**config.mk**
```make
export PLATFORM = sky130hd
export DESIGN_NAME = ahb_master_if_flat
export DESIGN_NICKNAME = d
export VERILOG_FILES = /design/src/rtl/ahb_pkg.sv /design/src/rtl/ahb_master_if_if.sv /design/src/rtl/ahb_master_if.sv /design/src/flat_wrapper.sv
export SDC_FILE = /design/constraint.sdc
export NUM_CORES = 1
export LEC_CHECK = 0
export CORE_MARGIN = 2
export CORE_UTILIZATION = 40
export CTS_BUF_LIST = sky130_fd_sc_hd__clkbuf_8
export CTS_CLUSTER_DIAMETER = 150
export CTS_CLUSTER_SIZE = 10
export DETAILED_ROUTE_END_ITERATION = 8
export PLACE_DENSITY = 0.78
export SYNTH_ARGS = -nofsm -noshare
export SYNTH_HDL_FRONTEND = slang
export SYNTH_SLANG_ARGS = --single-unit
```
**constraint.sdc**
```tcl
create_clock -name HCLK -period 3.1 [get_ports HCLK]
set_input_delay 0.62 -clock HCLK [delete_from_list [all_inputs] [get_ports HCLK]]
set_output_delay 0.62 -clock HCLK [all_outputs]
set_load 0.005 [all_outputs]
```
**src/rtl/ahb_pkg.sv**
```systemverilog
// Shared AHB definitions used by the master interface and the arbiter side.
package ahb_pkg;

  typedef enum logic [1:0] {
    HTRANS_IDLE   = 2'b00,
    HTRANS_BUSY   = 2'b01,
    HTRANS_NONSEQ = 2'b10,
    HTRANS_SEQ    = 2'b11
  } htrans_t;

  typedef enum logic [2:0] {
    HBURST_SINGLE = 3'b000,
    HBURST_INCR   = 3'b001,
    HBURST_WRAP4  = 3'b010,
    HBURST_INCR4  = 3'b011,
    HBURST_WRAP8  = 3'b100,
    HBURST_INCR8  = 3'b101,
    HBURST_WRAP16 = 3'b110,
    HBURST_INCR16 = 3'b111
  } hburst_t;

  typedef enum logic [1:0] {
    HRESP_OKAY  = 2'b00,
    HRESP_ERROR = 2'b01,
    HRESP_RETRY = 2'b10,
    HRESP_SPLIT = 2'b11
  } hresp_t;

  localparam logic [2:0] HSIZE_WORD = 3'b010;

  typedef enum logic [2:0] {
    IDLE  = 3'd0,
    REQ   = 3'd1,
    XFER  = 3'd2,
    DRAIN = 3'd3,
    RESP2 = 3'd4
  } master_state_t;

  // A zero-length command is treated as a single beat.
  function automatic logic [4:0] norm_len(input logic [4:0] len);
    return (len == 5'd0) ? 5'd1 : len;
  endfunction

endpackage

```
**src/rtl/ahb_master_if_if.sv**
```systemverilog
// Command-side and AHB-side signal bundle for one bus master.
interface ahb_master_if_if;
  logic        cmd_valid;
  logic        cmd_ready;
  logic        cmd_write;
  logic [31:0] cmd_addr;
  logic [4:0]  cmd_len;
  logic        cmd_lock;
  logic [31:0] wdata;
  logic        wdata_pop;
  logic [31:0] rdata;
  logic        rdata_valid;
  logic        done;
  logic        err;
  logic        HBUSREQ;
  logic        HLOCK;
  logic        HGRANT;
  logic        HREADY;
  logic [1:0]  HRESP;
  logic [31:0] HRDATA;
  logic [31:0] HADDR;
  logic [1:0]  HTRANS;
  logic        HWRITE;
  logic [2:0]  HSIZE;
  logic [2:0]  HBURST;
  logic [31:0] HWDATA;

  modport master (
    input  cmd_valid, cmd_write, cmd_addr, cmd_len, cmd_lock, wdata,
    input  HGRANT, HREADY, HRESP, HRDATA,
    output cmd_ready, wdata_pop, rdata, rdata_valid, done, err,
    output HBUSREQ, HLOCK, HADDR, HTRANS, HWRITE, HSIZE, HBURST, HWDATA
  );

  modport slave (
    output cmd_valid, cmd_write, cmd_addr, cmd_len, cmd_lock, wdata,
    output HGRANT, HREADY, HRESP, HRDATA,
    input  cmd_ready, wdata_pop, rdata, rdata_valid, done, err,
    input  HBUSREQ, HLOCK, HADDR, HTRANS, HWRITE, HSIZE, HBURST, HWDATA
  );
endinterface

```
**src/rtl/ahb_master_if.sv**
```systemverilog
// AHB master: turns a command into word bursts, handling grant loss and
// two-cycle ERROR/RETRY/SPLIT responses.
module ahb_master_if
  import ahb_pkg::*;
(
  input logic            HCLK,
  input logic            HRESETn,
  ahb_master_if_if.master bus
);

  master_state_t state, state_nxt;
  logic [31:0]   addr_nxt;
  logic [31:0]   dp_addr;
  logic [4:0]    beats_left;
  logic          dp_valid, dp_write;
  logic          lock_r, write_r, first_r;
  hburst_t       burst_r;
  logic          done_p1, err_p1, pop_p1, rvld_p1;
  logic [31:0]   rdata_p1;

  hresp_t        hresp;
  htrans_t       htrans;
  logic          busreq;
  logic          cmd_acc, addr_acc, dp_ok, dp_fail;

  assign hresp    = hresp_t'(bus.HRESP);
  assign cmd_acc  = bus.cmd_valid && (state == IDLE);
  assign addr_acc = (state == XFER) && bus.HREADY;
  assign dp_ok    = dp_valid && bus.HREADY && (hresp == HRESP_OKAY);
  assign dp_fail  = dp_valid && !bus.HREADY && (hresp != HRESP_OKAY);

  always_comb begin
    state_nxt = state;
    htrans    = HTRANS_IDLE;
    busreq    = 1'b0;
    case (state)
      IDLE: begin
        if (cmd_acc) state_nxt = REQ;
      end
      REQ: begin
        busreq = 1'b1;
        if (bus.HGRANT && bus.HREADY) state_nxt = XFER;
      end
      XFER: begin
        htrans = first_r ? HTRANS_NONSEQ : HTRANS_SEQ;
        busreq = (beats_left > 5'd1);
        if (dp_fail)
          state_nxt = RESP2;
        else if (bus.HREADY && ((beats_left == 5'd1) || !bus.HGRANT))
          state_nxt = DRAIN;
      end
      DRAIN: begin
        busreq = (beats_left != 5'd0);
        if (dp_fail)
          state_nxt = RESP2;
        else if (!dp_valid || dp_ok)
          state_nxt = (beats_left == 5'd0) ? IDLE : REQ;
      end
      RESP2: begin
        if (bus.HREADY) state_nxt = (hresp == HRESP_ERROR) ? IDLE : REQ;
      end
      default: state_nxt = IDLE;
    endcase
  end

  always_ff @(posedge HCLK or negedge HRESETn) begin
    if (!HRESETn) begin
      state      <= IDLE;
      addr_nxt   <= '0;
      beats_left <= '0;
      dp_valid   <= 1'b0;
      dp_write   <= 1'b0;
      lock_r     <= 1'b0;
      write_r    <= 1'b0;
      first_r    <= 1'b0;
      burst_r    <= HBURST_SINGLE;
      done_p1    <= 1'b0;
      err_p1     <= 1'b0;
      pop_p1     <= 1'b0;
      rvld_p1    <= 1'b0;
    end else begin
      state   <= state_nxt;
      done_p1 <= 1'b0;
      err_p1  <= 1'b0;
      pop_p1  <= dp_ok && dp_write;
      rvld_p1 <= dp_ok && !dp_write;

      if (cmd_acc) begin
        addr_nxt   <= bus.cmd_addr & ~32'd3;
        beats_left <= norm_len(bus.cmd_len);
        write_r    <= bus.cmd_write;
        lock_r     <= bus.cmd_lock;
        burst_r    <= (norm_len(bus.cmd_len) == 5'd1) ? HBURST_SINGLE : HBURST_INCR;
      end

      // First address after every (re)grant is NONSEQ.
      if (state == REQ)
        first_r <= 1'b1;
      else if (addr_acc)
        first_r <= 1'b0;

      if (addr_acc) begin
        addr_nxt   <= addr_nxt + 32'd4;
        beats_left <= beats_left - 5'd1;
        dp_write   <= write_r;
      end

      if (addr_acc)
        dp_valid <= 1'b1;
      else if (bus.HREADY)
        dp_valid <= 1'b0;

      if ((state == DRAIN) && (state_nxt == IDLE))
        done_p1 <= 1'b1;

      // An address held during the first response cycle was never accepted,
      // so it is still counted in beats_left; only the failed beat is re-added.
      if ((state == RESP2) && bus.HREADY) begin
        if (hresp == HRESP_ERROR) begin
          done_p1    <= 1'b1;
          err_p1     <= 1'b1;
          beats_left <= '0;
        end else begin
          addr_nxt   <= dp_addr;
          beats_left <= beats_left + 5'd1;
        end
      end
    end
  end

  always_ff @(posedge HCLK) begin
    if (addr_acc) dp_addr <= addr_nxt;
    if (dp_ok && !dp_write) rdata_p1 <= bus.HRDATA;
  end

  assign bus.cmd_ready   = (state == IDLE);
  assign bus.HBUSREQ     = busreq;
  assign bus.HLOCK       = lock_r && (state != IDLE);
  assign bus.HTRANS      = htrans;
  assign bus.HADDR       = addr_nxt;
  assign bus.HWRITE      = write_r;
  assign bus.HSIZE       = HSIZE_WORD;
  assign bus.HBURST      = burst_r;
  assign bus.HWDATA      = (dp_valid && dp_write) ? bus.wdata : '0;
  assign bus.wdata_pop   = pop_p1;
  assign bus.rdata_valid = rvld_p1;
  assign bus.rdata       = rdata_p1;
  assign bus.done        = done_p1;
  assign bus.err         = err_p1;

endmodule

```
**src/flat_wrapper.sv**
```systemverilog
// flat-port wrapper written by rule: the top's interface ports become plain ports
module ahb_master_if_flat import ahb_pkg::*;
  (HCLK, HRESETn, bus_cmd_valid, bus_cmd_write, bus_cmd_addr, bus_cmd_len, bus_cmd_lock, bus_wdata, bus_HGRANT, bus_HREADY, bus_HRESP, bus_HRDATA, bus_cmd_ready, bus_wdata_pop, bus_rdata, bus_rdata_valid, bus_done, bus_err, bus_HBUSREQ, bus_HLOCK, bus_HADDR, bus_HTRANS, bus_HWRITE, bus_HSIZE, bus_HBURST, bus_HWDATA);
  ahb_master_if_if bus_i ();
  input logic HCLK;
  input logic HRESETn;
  input wire logic [$bits(bus_i.cmd_valid)-1:0] bus_cmd_valid;
  input wire logic [$bits(bus_i.cmd_write)-1:0] bus_cmd_write;
  input wire logic [$bits(bus_i.cmd_addr)-1:0] bus_cmd_addr;
  input wire logic [$bits(bus_i.cmd_len)-1:0] bus_cmd_len;
  input wire logic [$bits(bus_i.cmd_lock)-1:0] bus_cmd_lock;
  input wire logic [$bits(bus_i.wdata)-1:0] bus_wdata;
  input wire logic [$bits(bus_i.HGRANT)-1:0] bus_HGRANT;
  input wire logic [$bits(bus_i.HREADY)-1:0] bus_HREADY;
  input wire logic [$bits(bus_i.HRESP)-1:0] bus_HRESP;
  input wire logic [$bits(bus_i.HRDATA)-1:0] bus_HRDATA;
  output wire logic [$bits(bus_i.cmd_ready)-1:0] bus_cmd_ready;
  output wire logic [$bits(bus_i.wdata_pop)-1:0] bus_wdata_pop;
  output wire logic [$bits(bus_i.rdata)-1:0] bus_rdata;
  output wire logic [$bits(bus_i.rdata_valid)-1:0] bus_rdata_valid;
  output wire logic [$bits(bus_i.done)-1:0] bus_done;
  output wire logic [$bits(bus_i.err)-1:0] bus_err;
  output wire logic [$bits(bus_i.HBUSREQ)-1:0] bus_HBUSREQ;
  output wire logic [$bits(bus_i.HLOCK)-1:0] bus_HLOCK;
  output wire logic [$bits(bus_i.HADDR)-1:0] bus_HADDR;
  output wire logic [$bits(bus_i.HTRANS)-1:0] bus_HTRANS;
  output wire logic [$bits(bus_i.HWRITE)-1:0] bus_HWRITE;
  output wire logic [$bits(bus_i.HSIZE)-1:0] bus_HSIZE;
  output wire logic [$bits(bus_i.HBURST)-1:0] bus_HBURST;
  output wire logic [$bits(bus_i.HWDATA)-1:0] bus_HWDATA;
  assign bus_i.cmd_valid = bus_cmd_valid;
  assign bus_i.cmd_write = bus_cmd_write;
  assign bus_i.cmd_addr = bus_cmd_addr;
  assign bus_i.cmd_len = bus_cmd_len;
  assign bus_i.cmd_lock = bus_cmd_lock;
  assign bus_i.wdata = bus_wdata;
  assign bus_i.HGRANT = bus_HGRANT;
  assign bus_i.HREADY = bus_HREADY;
  assign bus_i.HRESP = bus_HRESP;
  assign bus_i.HRDATA = bus_HRDATA;
  assign bus_cmd_ready = bus_i.cmd_ready;
  assign bus_wdata_pop = bus_i.wdata_pop;
  assign bus_rdata = bus_i.rdata;
  assign bus_rdata_valid = bus_i.rdata_valid;
  assign bus_done = bus_i.done;
  assign bus_err = bus_i.err;
  assign bus_HBUSREQ = bus_i.HBUSREQ;
  assign bus_HLOCK = bus_i.HLOCK;
  assign bus_HADDR = bus_i.HADDR;
  assign bus_HTRANS = bus_i.HTRANS;
  assign bus_HWRITE = bus_i.HWRITE;
  assign bus_HSIZE = bus_i.HSIZE;
  assign bus_HBURST = bus_i.HBURST;
  assign bus_HWDATA = bus_i.HWDATA;
  ahb_master_if u_core (.HCLK(HCLK), .HRESETn(HRESETn), .bus(bus_i));
endmodule
```
==> impl_metrics.ini <==
[status]
status = finished clean

[layout]
fill_cells = 1064
drive_above_1_share_pct = 8.63
layout_commonest_cell = clkdlybuf4s50_1
fin_nets = 832
regArea_um2 = 3170
multiInputGateArea_um2 = 2060
area_delta_synth_final_pct = 51.9
final_area_um2 = 8220
final_cell_mix = clkdlybuf4s50_1 (213), edfxtp_1 (64), dfrtp_1 (50)
fin_cells = 907
final_util_pct = 62.0

[floorplanning]
initial_core_util_pct = 40.9
die-area_um2 = 14500
pin_count = 222
core.rowCount = 42
die_h_um = 120
core-area_um2 = 13200
die_w_um = 120

[place]
post-place-ws_ns = 0.467
port_buffers = 214
placed_area_um2 = 7800
place_hpwl_um = 12000
place_inst = 874
gp_congestion = 0.859

[clock_network]
post-cts-setup-buffers = 0
cts_hold_buf = 0
numClockSinks = 114
htreeDepth = 4
cts_tree = built
path_clk_slew_ns = 0.07
cts_root_buf = clkbuf_8
cts_buffer_depth = 2
cts_buffers = 17
clock_latency_ns = 0.44
cts_resized = 0

[setup_path]
r2r_end = u_core.bus.HADDR[2]
path_depth = 6
cp-end-kind = primary output
worstPathRequired_ns = 2.48
crit_buf_inv = 2
rrSetupSlack_ns = 0.74
rr_startpoint = u_core.state[1]
crit_family = buffers and inverters
critPathLaunch = u_core.beats_left[1]
startpoint_type = flop
path_class = flop to primary output
crit_end = bus_HBUSREQ
path_max_fanout = 6
crit_slowest_cell = clkdlybuf4s50_1
worstPathCellList = inv_1 > ha_1 > o21ai_0 > a21oi_1 > a211oi_1 > clkdlybuf4s50_1
rr_worst_depth = 7
cpPeakStageDelay_ns = 0.56
worstPathArrival_ns = 2.29

[global_route]
grt_start_max_net_pins = 37
grt-ovfl-total = 0
antenna_found_initial = 1
grt_use_total_pct = 23.6
grt_pass1_vias = 4951
grt_pass1_wl_um = 26400

[sta]
hold_viol_final = 0
max_freq_mhz = 343
drv_slew = 0
slew-limit-headroom_pct = 43.2
hold-worst-slack_ns = 0.183
rsz0062_at_grt = no
setup_viol = 0
skew_ns = 0.00912
worst_slew_pin_slew_ns = 0.852
post-route-period-util_pct = 94.0
worst_slack_ns = 0.187
layout_min_cycle_time_ns = 2.91
fin_setup_tns_ns = 0

[synth]
synth_fa_ha_area_share_pct = 1.16
synth_top_family_by_area = simple AND/OR/NAND/NOR gates
synth_area_um2 = 5410
ys.flop_type = edfxtp_1
synth-compound-area-share_pct = 13.7
yosysSeqAreaShare_pct = 58.6
synthSimpleGateAreaFrac_pct = 19.7
yosysWarnings = 0
syn-mean-instance-area_um2 = 10.8
synth_async_sr_flop_share_pct = 43.9
synth_mux_area_share_pct = 0.578
synth_edf_count = 64
synth-seq-cells = 114
post_synth_num_cell_types = 62
synth_xor_area_share_pct = 2.27
syn-instance-count = 499

[drt]
first_pass_iters = 5
vias = 4985
wl_um = 16700
viasPerCell = 5.50
ant_nets = 0
drc_errors = 0
wl_per_cell_um = 18.4
drtIter0Drc = 413

[run]
cap_violations = 0

[worst_hold_path]
hold_path_class = primary input to asynchronous set/reset pin

[power]
p_leak_nw = 3.14
ir_worst_vdd_mv = 0.405
p_per_area_nw_per_um2 = 750
power.total_mw = 6.16
==> cell usage after synthesis (3+ instances only) <==
library cell | instances | share of area [%]
a21oi_1 | 27 | 2.5
a221oi_1 | 15 | 2.4
a22o_1 | 3 | 0.49
a31oi_1 | 13 | 1.5
and2_1 | 4 | 0.46
and3_1 | 35 | 4.0
and4_1 | 3 | 0.49
buf_2 | 6 | 0.56
buf_4 | 5 | 0.69
clkbuf_1 | 24 | 1.7
dfrtp_1 | 50 | 23
edfxtp_1 | 64 | 36
ha_1 | 5 | 1.2
inv_1 | 10 | 0.69
nand2_1 | 39 | 2.7
nand3_1 | 22 | 2.0
nand4_1 | 14 | 1.6
nor2_1 | 43 | 3.0
nor2b_1 | 3 | 0.35
nor3_1 | 10 | 0.93
nor3b_1 | 3 | 0.42
nor4_1 | 6 | 0.69
o211ai_1 | 3 | 0.42
o21ai_0 | 20 | 1.9
o22ai_1 | 10 | 1.2
or4_1 | 3 | 0.42
xor2_1 | 12 | 1.9
==> per-layer routing <==
metal / routed length, um / track usage [%] / vias to the layer above
met5: 0 / 0 / -
met3: 1390 / 7.78 / 25
met1: 6890 / 28.9 / 2414
li1: - / - / 2322
met4: 255 / 7.70 / 0
met2: 8140 / 39.7 / 224
==> cells by family (layout without fill, tap and decap cells) <==
logic type	count (synthesis)	in the layout
simple gates	200	200
flops	114	114
compound gates	113	113
buf+inv	48	276
xor+xnor	14	14
fa+ha+maj	5	5
mux	3	3
other cells	2	6
==> state kept, by name, summed over array words and instances, names as in the netlist <==
name                    count
u_core.first_r              1
u_core.dp_valid             1
u_core.state                3
u_core.bus.err              1
u_core.bus.HBURST           1
u_core.dp_addr             32
u_core.lock_r               1
u_core.beats_left           5
u_core.bus.wdata_pop        1
u_core.bus.HWRITE           1
u_core.dp_write             1
u_core.bus.done             1
u_core.bus.HADDR           32
u_core.bus.rdata           32
u_core.bus.rdata_valid      1
==> layout make-up <==
| class | count | share of cell area [%] |
|---|---|---|
| inverters | 11 | 0.503 |
| clock inverters | 13 | 1.84 |
| flip-flops and latches | 114 | 38.6 |
| well taps | 176 | 2.68 |
| clock buffers | 19 | 3.18 |
| diodes | 1 | 0.0305 |
| repair buffers | 233 | 28.0 |
| multi-input cells | 340 | 25.1 |
==> how the worst min path moves through the flow <==
stage	slack, ns	end	cells after the start
after floorplan	0.32	u_core.beats_left[0]	0
final	0.18	u_core.bus.HADDR[30]	2
after CTS	0.16	u_core.bus.HADDR[29]	2
after global placement	0.43	u_core.bus.HADDR[0]	2
after detailed placement	0.44	u_core.bus.HADDR[0]	2
after global routing	0.17	u_core.bus.HADDR[29]	2
==> power by group <==
part / internal, mW / switching [mW] / total (mW)
Sequential: 2.05 / 0.628 / 2.68
Combinational: 1.16 / 0.882 / 2.04
Clock: 0.769 / 0.675 / 1.44
(Power assumes the default switching activity.)
==> RTL edit 1: new RTL, same flow settings <==
The 5 states of `master_state_t` get a one-hot encoding in 5 bits.
--- a/src/rtl/ahb_pkg.sv
+++ b/src/rtl/ahb_pkg.sv
@@ -28,12 +28,12 @@
 
   localparam logic [2:0] HSIZE_WORD = 3'b010;
 
-  typedef enum logic [2:0] {
-    IDLE  = 3'd0,
-    REQ   = 3'd1,
-    XFER  = 3'd2,
-    DRAIN = 3'd3,
-    RESP2 = 3'd4
+  typedef enum logic [4:0] {
+    IDLE  = 5'b00001,
+    REQ   = 5'b00010,
+    XFER  = 5'b00100,
+    DRAIN = 5'b01000,
+    RESP2 = 5'b10000
   } master_state_t;
 
   // A zero-length command is treated as a single beat.
Behaviour: same outputs for any inputs over 10 cycles, from zero or initial values and one cycle with HRESETn low; not proved beyond that.
==> RTL edit 1 against the original RTL <==
- via count rose by 6.9%
- global-route usage rose by 0.13 points
- critical path type unchanged
- cell area rose by 1.8%
- total power fell by 13%
- sequential cell count rose by 2
- routed wire length rose by 7.7%
- worst setup slack improved by 0.035 ns
- die area rose by 5.1%
- critical path depth fell by 1
- highest routed layer unchanged
- synthesized cell count rose by 9.6%
- sequential share of layout area fell by 0.051 points
- cell count rose by 3.9%
- synthesized area rose by 5.3%
==> RTL edit 1: results <==
metrics = {
    "place": {
        "placed_cells": 910,
        "preCtsSetupSlack_ns": 0.3691,
        "hpwl_um": 12640,
        "gp_congestion": 0.8436,
    },
    "cells_and_area": {
        "finish.net_count": 864,
        "instances_no_fill": 942,
        "diodes": 0,
        "num-fill-cells": 1107,
    },
    "power": {
        "vdd_ir_drop_max_mv": 0.4681,
        "p_switching_uw": 1882,
        "power.leakage_uw": 0.003128,
    },
    "route": {
        "routed_wl_um": 17980,
        "routed-wl-met3_um": 1750,
        "met1_length_um": 7055,
        "drt_iter0_drc": 418,
        "vias": 5331,
        "wl_met2_um": 8597,
    },
    "grt": {
        "grt_max_degree": 60,
        "grt_use_met3_pct": 7.196,
        "track_usage_pct": 23.78,
        "use_met1_pct": 28.03,
        "antenna_found_initial": 0,
        "grt_pass1_vias": 5211,
        "grtUsageMet2_pct": 39.97,
        "grt_pass1_wl_um": 27410,
    },
    "logic_synthesis": {
        "synth_area_leaders": "edfxtp_1 34%, dfrtp_1 22%, and3_1 3.7%, nand2_1 3.3%, nor2_1 3.3%",
        "ys_types": 61,
        "async_flop_share_pct": 44.83,
        "synth_edf_count": 64,
        "synthCells": 547,
        "synth_common_cells": "64 x edfxtp_1, 51 x dfrtp_1, 50 x nand2_1, 50 x nor2_1",
        "synth-seq-area-share_pct": 56.61,
    },
    "timing": {
        "fin_skew_ns": 0.01135,
        "slew_headroom_pct": 42.12,
        "period_minus_slack_ns": 2.878,
    },
    "cts": {
        "cts_buffers": 17,
    },
    "run_status": {
        "outcome": "finished clean",
    },
    "critical_path": {
        "cp_max_fo": 11,
        "rrSetupSlack_ns": 0.61,
        "crit_arrival_ns": 2.26,
    },
}
[RTL edit 1: cell count changes after synthesis, sizes merged, moves of 6 or more]
cell | unedited run | this run
o21ai | 21 | 32
and2 | 4 | 10
nor2 | 44 | 50
xor2 | 12 | 2
o22ai | 10 | 4
nor3 | 10 | 18
nand3 | 22 | 15
nand2 | 39 | 50
a21oi | 27 | 34
[RTL edit 1: what timing repair did]
item                                    CTS  global route
setup buffers                             0             0
resized for setup                         0             1
endpoints found under the setup margin    0             1
[RTL edit 1: path summary, 6_finish.rpt]
check                               startpoint                    to  depth (start not counted)
setup reg to reg           u_core.bus.HADDR[2]  u_core.bus.HADDR[26]                          6
min in group HCLK            u_core.dp_addr[0]   u_core.bus.HADDR[0]                          2
hold reg to reg              u_core.dp_addr[0]   u_core.bus.HADDR[0]                          2
max in group asynchronous              HRESETn  u_core.bus.HADDR[29]                          2
setup / recovery               u_core.state[1]           bus_HBUSREQ                          5
hold / removal                         HRESETn   u_core.bus.HADDR[6]                          1
[RTL edit 1: power by group through the flow]
| stage | clock [uW] | sequential [uW] | combinational, uW |
|---|---|---|---|
| floorplan | 0 | 2300 | 859 |
| finish | 1310 | 2490 | 1590 |
| detailed placement | 0 | 2490 | 1580 |
| global route | 1400 | 2540 | 1750 |
| CTS | 1330 | 2470 | 1590 |
| global placement | 0 | 2460 | 1540 |
[RTL edit 1: logic make-up after synthesis]
| kind of cell | count (synthesis) | share of synthesized area [%] |
|---|---|---|
| other | 2 | 0.1319 |
| adder cells (fa/ha/maj) | 5 | 1.098 |
| AO/OA/AOI/OAI | 132 | 15.29 |
| multiplexers | 3 | 0.5712 |
| flip-flops | 116 | 56.61 |
| AND/OR/NAND/NOR | 230 | 21.02 |
| XOR/XNOR | 5 | 0.7690 |
| buffers and inverters | 54 | 4.503 |
[RTL edit 1: worst max-delay path, stage by stage (launching register included)]
cell,delay [ns]
dfrtp_1,0.49
nor3_1,0.42
and2_1,0.24
nand2_1,0.08
nand3_1,0.08
clkdlybuf4s50_1,0.50
[RTL edit 1: metrics by stage]
step           area [um^2]  hold slack (ns)
3_3_place_gp          7986           0.4232
4_1_cts               8356           0.2205
6_report              8361           0.2062
3_5_place_dp          7986           0.4426
5_1_grt               8361           0.2315
2_1_floorplan         5712           0.3244
[RTL edit 1: final cells by class]
class,instances,area share (%)
Sequential cell,116,38.57
Clock inverter,15,1.616
Timing Repair Buffer,224,27.06
Inverter,10,0.4490
Clock buffer,17,2.799
Multi-Input combinational cell,380,26.82
Tap cell,180,2.694
==> RTL edit 2: new RTL, config.mk and constraints unchanged <==
Without the edit above. Make the reset (`HRESETn`) synchronous in one clocked block.
--- a/src/rtl/ahb_master_if.sv
+++ b/src/rtl/ahb_master_if.sv
@@ -63,7 +63,7 @@
     endcase
   end
 
-  always_ff @(posedge HCLK or negedge HRESETn) begin
+  always_ff @(posedge HCLK) begin
     if (!HRESETn) begin
       state      <= IDLE;
       addr_nxt   <= '0;
Behaviour: differs if HRESETn is asserted again (counterexample within 4 cycles, from zero or initial values and one cycle with HRESETn low); with HRESETn held inactive, the same outputs for 4 cycles.
==> RTL edit 2 against the original RTL <==
- register-to-register slack better by 0.16 ns
- cell area decreased by 0.32%
- synthesized cell count up 7.0%
- die area grew 1.8%
- count of clock-buffer cells in the layout fell by 2
- maximum frequency grew 3.3%
- routed wire length rose by 0.31%
- sequential cell count unchanged
- synthesized area rose by 1.9%
- worst setup slack better by 0.092 ns
- critical endpoint is now bus_HWDATA[20]
Power is not compared: it rests on default switching activity, and its combinational part moved more than twofold at a synthesized area within 25%.
==> RTL edit 2: results <==
metrics = {
    "run_status": {
        "outcome": "finished clean",
    },
    "route": {
        "via_per_inst": 5.454,
        "drt_iter0_drc": 295,
        "routed_wl_um": 16740,
    },
    "power": {
        "power.leakage_uw": 0.002947,
    },
    "grt": {
        "grt_pass1_vias": 5034,
        "grt_pass1_wl_um": 25970,
        "track_usage_pct": 22.73,
        "antenna_found_initial": 0,
        "grt_max_degree": 39,
    },
    "cells_and_area": {
        "diodes": 0,
        "num-fill-cells": 1097,
        "finish.net_count": 859,
        "layout-drive-gt1-share_pct": 8.587,
    },
    "place": {
        "hpwl_um": 11940,
        "gp_congestion": 0.8776,
        "portBuffers": 214,
    },
    "critical_path": {
        "reg2reg_to": "u_core.bus.done",
        "crit_arrival_ns": 2.20,
        "r2r_start": "u_core.dp_valid",
        "cp_max_fo": 38,
        "reg2reg_depth": 5,
        "rrSetupSlack_ns": 0.90,
    },
    "cts": {
        "cts-resized-gates": 0,
        "clkLatencyLatePin_ns": 0.44,
        "cts_buffer_depth": 2,
        "h-tree-depth": 4,
        "root_buffer": "clkbuf_8",
        "cts_buffers": 17,
    },
    "logic_synthesis": {
        "yosys_warnings": 0,
        "ys_types": 68,
        "synth_common_cells": "64 x edfxtp_1, 50 x dfxtp_1, 45 x nand2_1",
        "synth-seq-area-share_pct": 53.03,
        "async_flop_share_pct": 0,
        "synth_area_leaders": "edfxtp_1 35%, dfxtp_1 18%, and3_1 4.2%, a21oi_1 3.2%, nand2_1 3.1%",
        "synthFlopType": "edfxtp_1",
    },
    "timing": {
        "setup_violations": 0,
        "tightest_slew_ns": 0.9098,
        "fin_skew_ns": 0.007147,
    },
    "worst_hold_path": {
        "min_path_cells": 2,
        "hold_end": "u_core.lock_r",
        "hp-class": "flip-flop to flip-flop",
    },
}
==> RTL edit 2: worst max-delay path by stage <==
| stage | startpoint | end | depth (start not counted) |
|---|---|---|---|
| floorplan | bus_HREADY | u_core.bus.rdata[0] | 3 |
| global placement | bus_cmd_valid | u_core.beats_left[1] | 6 |
| detailed placement | bus_HREADY | u_core.bus.HADDR[16] | 8 |
| CTS | u_core.dp_valid | bus_HWDATA[20] | 2 |
| global route | u_core.dp_valid | bus_HWDATA[20] | 2 |
| finish | u_core.dp_valid | bus_HWDATA[20] | 2 |
==> RTL edit 2: routing by layer <==
layer | share of wire [%] | track usage, % | vias up
li1 | - | - | 2400
met1 | 41 | 28.28 | 2393
met2 | 48 | 36.66 | 262
met3 | 9.8 | 6.626 | 34
met4 | 2.0 | 9.986 | 0
met5 | 0 | 0 | -
==> RTL edit 2: cell families after synthesis <==
logic type | share of synthesized area (%)
XOR/XNOR | 2.701
AO/OA/AOI/OAI | 15.85
adder cells (fa/ha/maj) | 1.135
flip-flops | 53.03
AND/OR/NAND/NOR | 19.64
buffers and inverters | 5.085
other | 0.1363
multiplexers | 2.429
==> RTL edit 2: stage by stage <==
step           worst slack [ns]  instances  total power [uW]  hold slack, ns  area [um^2]
2_1_floorplan            0.1935        537              1976          0.4318         5528
3_3_place_gp             0.5643        901              2251          0.4453         7807
3_5_place_dp             0.5098        901              2266          0.4511         7807
4_1_cts                  0.2815        933              3622          0.4634         8190
5_1_grt                  0.1302        933              3742          0.4822         8190
6_report                 0.2793        933              3605          0.4570         8190
==> RTL edit 2: power groups by stage <==
stage	logic [uW]	registers (uW)	clock network [uW]
3_3_place_gp	491	1760	0
4_1_cts	508	1730	1380
5_1_grt	548	1740	1450
6_report	509	1730	1360
2_1_floorplan	238	1740	0
3_5_place_dp	503	1760	0
==> RTL edit 2: critical path: stages (launching register included) <==
cell             delay [ns]
dfxtp_1                0.92
and3_1                 0.31
clkdlybuf4s50_1        0.52
==> RTL edit 2: cell type report <==
cell class	instances	share of cell area (%)
clock buffer	17	2.857
clock inverter	15	1.818
inverter	13	0.5958
multi-input combinational	365	28.46
sequential	114	35.69
tap	176	2.689
timing repair buffer	233	27.89
